**src/rtl/spread_tx.sv**
```systemverilog
// spread_tx: DSSS transmit spreader, spreads each (I,Q) symbol over SF chips of a Fibonacci LFSR PN code
module spread_tx #(
    parameter int LFSR_LEN = 3,
    parameter logic [LFSR_LEN-1:0] TAPS = 3'b011,
    parameter logic [LFSR_LEN-1:0] SEED = 3'b001,
    parameter int SF = 7
) (
    input  logic              clk,
    input  logic              rst,
    input  logic              chip_en,
    input  logic              sym_valid,
    output logic              sym_ready,
    input  logic              sym_i,
    input  logic              sym_q,
    output logic signed [1:0] I_out,
    output logic signed [1:0] Q_out,
    output logic              local_code,
    output logic              out_valid,
    output logic              sym_start
);
    localparam int CW = SF > 1 ? $clog2(SF) : 1;
    localparam logic [CW-1:0] LAST = CW'(SF - 1);
    typedef enum logic {IDLE, SPREAD} state_t;
    state_t state, state_nx;
    logic [LFSR_LEN-1:0] lfsr;
    logic [CW-1:0] cnt;
    logic bi, bq, chip, last, accept;
    assign chip = state == SPREAD && chip_en;
    assign last = chip && cnt == LAST;
    assign sym_ready = state == IDLE || last;
    assign accept = sym_valid && sym_ready;
    always_comb begin
        state_nx = state;
        state_nx = accept ? SPREAD : last ? IDLE : state;
    end
    // counter wraps to zero on the last chip, so a same-edge accept starts cleanly at chip 0
    always_ff @(posedge clk or posedge rst) begin
        if (rst) begin
            state      <= IDLE;
            lfsr       <= SEED;
            cnt        <= '0;
            bi         <= 1'b0;
            bq         <= 1'b0;
            I_out      <= '0;
            Q_out      <= '0;
            local_code <= 1'b0;
            out_valid  <= 1'b0;
            sym_start  <= 1'b0;
        end else begin
            state     <= state_nx;
            out_valid <= chip;
            sym_start <= chip && cnt == '0;
            if (chip) begin
                I_out      <= bi == lfsr[0] ? 2'sb01 : 2'sb11;
                Q_out      <= bq == lfsr[0] ? 2'sb01 : 2'sb11;
                local_code <= lfsr[0];
                lfsr       <= {^(lfsr & TAPS), lfsr[LFSR_LEN-1:1]};
                cnt        <= last ? '0 : cnt + 1'b1;
            end else if (chip_en) begin
                I_out <= '0;
                Q_out <= '0;
            end
            if (accept) begin
                bi <= sym_i;
                bq <= sym_q;
            end
        end
    end
endmodule

```
**config.mk**
```make
export PLATFORM = sky130hd
export DESIGN_NAME = spread_tx
export DESIGN_NICKNAME = d
export VERILOG_FILES = /design/src/rtl/spread_tx.sv
export SDC_FILE = /design/constraint.sdc
export NUM_CORES = 1
export LEC_CHECK = 0
export BUFFER_PORTS_ARGS = -buffer_cell sky130_fd_sc_hd__buf_2
export CORE_ASPECT_RATIO = 0.75
export CORE_MARGIN = 2
export CORE_UTILIZATION = 30
export DETAILED_ROUTE_END_ITERATION = 10
export GPL_ROUTABILITY_DRIVEN = 0
export PLACE_DENSITY_LB_ADDON = 0.1
export SKIP_CTS_REPAIR_TIMING = 1
export SYNTH_ARGS = -nofsm -noshare
export SYNTH_HDL_FRONTEND = slang
export SYNTH_SLANG_ARGS = --single-unit
```
**constraint.sdc**
```tcl
create_clock -name clk -period 2.5 [get_ports clk]
set_input_delay 0.125 -clock clk [delete_from_list [all_inputs] [get_ports clk]]
set_output_delay 0.125 -clock clk [all_outputs]
set_load 0.03 [all_outputs]
```
==> results.yml <==
clocking:
  cts_buffers: 3
  path_clk_slew_ns: 0.08
  clkSinkCount: 15
  cts_tree: "built"
  htree_levels: 1
  ctsLongestPathBuffers: 2
  insertion_delay_ns: 0.28
  clock-root-buffer: "clkbuf_4"
timing:
  clock.fmax_ghz: 0.6697
  min_period_ns: 1.493
  finalCritPeriodShare_pct: 59.73
  skew_ns: 0.002109
  hold_slack_ns: 0.04573
  slew-limit-headroom_pct: 62.75
  worst_slack_ns: 1.007
  finalHoldViolations: 0
  maxSlewViolCount: 0
  rsz0062_at_grt: "no"
  tightest_slew_ns: 0.5582
  setup-violations-final: 0
  setup-tns-final_ns: 0
worst_setup_path:
  worstRegToRegCells: 5
  r2r_slack_ns: 1.06
  cp-end-kind: "output pin"
  worstSetupPathDepth: 5
  max_stage_delay_ns: 0.38
  critical_path_class: "flop to output pin"
  endpoint: "sym_ready"
  cp_slowest_cell: "dfrtp_1"
  cp.arrival_ns: 1.37
  cp_top_family: "flip-flops"
  timing.rr.start: "cnt[0]"
  critPathLaunch: "cnt[0]"
  reg2reg_to: "bq"
  path_cells: "inv_1 -> ha_1 -> nand3_2 -> nand2_1 -> buf_2"
  cp-start-kind: "flop"
  critPathBufInv: 2
  critPathMaxFanout: 3
  critPathRequiredTime_ns: 2.38
grt:
  grt_pass1_wl_mm: 1.849
  grt_max_degree: 16
  grtUsageTotal_pct: 10.48
  grt_pass1_vias: 387
  antenna_found_initial: 0
  grt_overflow: 0
route:
  drt_iter0_markers: 6
  wirelength_mm: 1.059
  drc_errors: 0
  dr.pass1.iters: 4
  highest_layer: "met4"
  wl_per_cell_um: 11.39
  final_antenna_net_count: 0
  via_per_inst: 4.398
  num_vias: 409
  dr_wl_met2_um: 377
  m1WireLength_um: 570
  dr_wl_met3_um: 92
pwr:
  p_sw_share_pct: 34.35
  ir_worst_vdd_uv: 468.4
  p_int_w: 0.0004500
  seq_power_share_pct: 50.0
  clock_power_share_pct: 19.3
  p_sw_w: 0.0002354
  combPwrFrac_pct: 30.7
  powerDensity_mw_per_mm2: 890.8
  power_leakage_nw: 0.3812
worst_hold_path:
  hp-class: "input port to flop"
floorplanning:
  die_y_um: 44.53
  start_util_pct: 32.33
  fp-row-count: 14
  die-width_um: 58.03
  boundaryPins: 14
  dieArea_mm2: 0.002584
  core-area_mm2: 0.002032
placement:
  dp_slack_ns: 1.067
  place_area_um2: 733.2
  place.detailed.hpwl_um: 783.8
  portBuffers: 13
cells_and_area:
  layout-drive-gt1-share_pct: 37.68
  utilization_pct: 37.87
  syn2layout_area_growth_pct: 17.14
  diodes: 0
  n_fill_cell: 210
  final_nets: 79
  stdcell_area_um2: 769.5
yosys:
  ys_warn_count: 0
  synth.distinct_cells: 20
  ys_seq_area_share_pct: 57.33
  synth_cells: 53
  yosys-top-cells-area: "dfrtp_1, mux2_2, ha_1"
  synth_top_cell_area_share_pct: 53.33
  synth_nets: 62
  synth.avg_cell_area_um2: 12.39
  post_synth_instance_area_um2: 656.9
  synth_top_cell_by_area: "dfrtp_1"
  ys_ff_latch: 15
job:
  max_cap_violations: 0
outcome:
  outcome: "finished, final reports clean"
[routing by layer]
metal | GRT usage, % | up-vias
met5 | 0 | -
met2 | 12.27 | 16
met1 | 14.42 | 184
met4 | 5.581 | 0
met3 | 6.433 | 2
li1 | - | 207
[sequential cells by signal (all words and copies together) (netlist names)]
| signal | cells |
|---|---|
| I_out | 2 |
| Q_out | 1 |
| bi | 1 |
| bq | 1 |
| cnt | 3 |
| lfsr | 3 |
| local_code | 1 |
| out_valid | 1 |
| state | 1 |
| sym_start | 1 |
[kinds of logic (layout without fill, tap and decap cells)]
kind of cell	after synthesis	count (layout)	synth area share, %
flops	15	15	57.33
buf+inv	9	25	6.858
simple gates	8	8	7.048
mux	6	6	10.28
fa+ha+maj	3	3	5.715
compound gates	9	9	8.761
xor+xnor	3	3	4.001
[worst reg2reg max path: stages, from the launching register on]
cell and delay, ns:
dfrtp_1 0.38, inv_1 0.10, ha_1 0.21, nand3_2 0.10
a21boi_2 0.18, mux2_2 0.35
[per-stage QoR]
stage / power, W / cells
2_1_floorplan: 0.0005055 / 53
3_3_place_gp: 0.0005561 / 88
3_5_place_dp: 0.0005580 / 88
4_1_cts: 0.0006942 / 92
5_1_grt: 0.0007400 / 93
6_report: 0.0006855 / 93
[how the worst min path moves through the flow]
stage	start	to	slack, ns	cells past startpoint
after CTS	rst	out_valid	-0.09	2
after global routing	sym_valid	state	0.04	2
after floorplan	rst	I_out[0]	0.03	1
after detailed placement	rst	out_valid	0.21	2
final	sym_valid	state	0.05	2
after global placement	rst	out_valid	0.22	2
[Yosys cell counts]
cell type,number
buf_4,1
ha_1,3
o22ai_1,2
a21oi_1,1
xnor2_1,3
buf_6,1
nand2_2,1
nand2b_1,1
a22o_1,1
nor2_1,1
nand2_1,2
a21boi_2,1
mux2_2,6
nor3b_1,1
inv_1,7
dfrtp_1,14
dfstp_2,1
nand3_2,1
nand3_1,1
o21ai_0,4
[power groups by stage]
stage	Combinational, W	Clock, W	Sequential, W
2_1_floorplan	0.000126	0	0.000379
3_3_place_gp	0.000211	0	0.000345
3_5_place_dp	0.000212	0	0.000346
4_1_cts	0.000212	0.000140	0.000342
5_1_grt	0.000231	0.000157	0.000352
6_report	0.000211	0.000132	0.000343
[cell usage in the layout, fill, tap and decap left out]
master | synthesis | final
inv_1 | 7 | 7
buf_2 | 0 | 13
dfrtp_1 | 14 | 14
nand3_1 | 1 | 1
a22o_1 | 1 | 1
ha_1 | 3 | 3
o22ai_1 | 2 | 2
nor3b_1 | 1 | 1
nand2b_1 | 1 | 1
o21ai_0 | 4 | 4
mux2_2 | 6 | 6
dfstp_2 | 1 | 1
dlygate4sd3_1 | 0 | 1
nand2_1 | 2 | 2
nand3_2 | 1 | 1
clkbuf_1 | 0 | 1
nor2_1 | 1 | 1
clkbuf_4 | 0 | 3
xnor2_1 | 3 | 3
a21boi_2 | 1 | 1
a21oi_1 | 1 | 1
nand2_2 | 1 | 1
[final cells by class]
type	instances	area, um2	area share (%)
inverters	7	26.28	3.415
repair buffers	14	75.07	9.756
multi-input cells	29	235.2	30.57
well taps	24	30.03	3.902
flip-flops and latches	15	376.6	48.94
clock buffers	4	26.28	3.415
(Power assumes the default switching activity.)
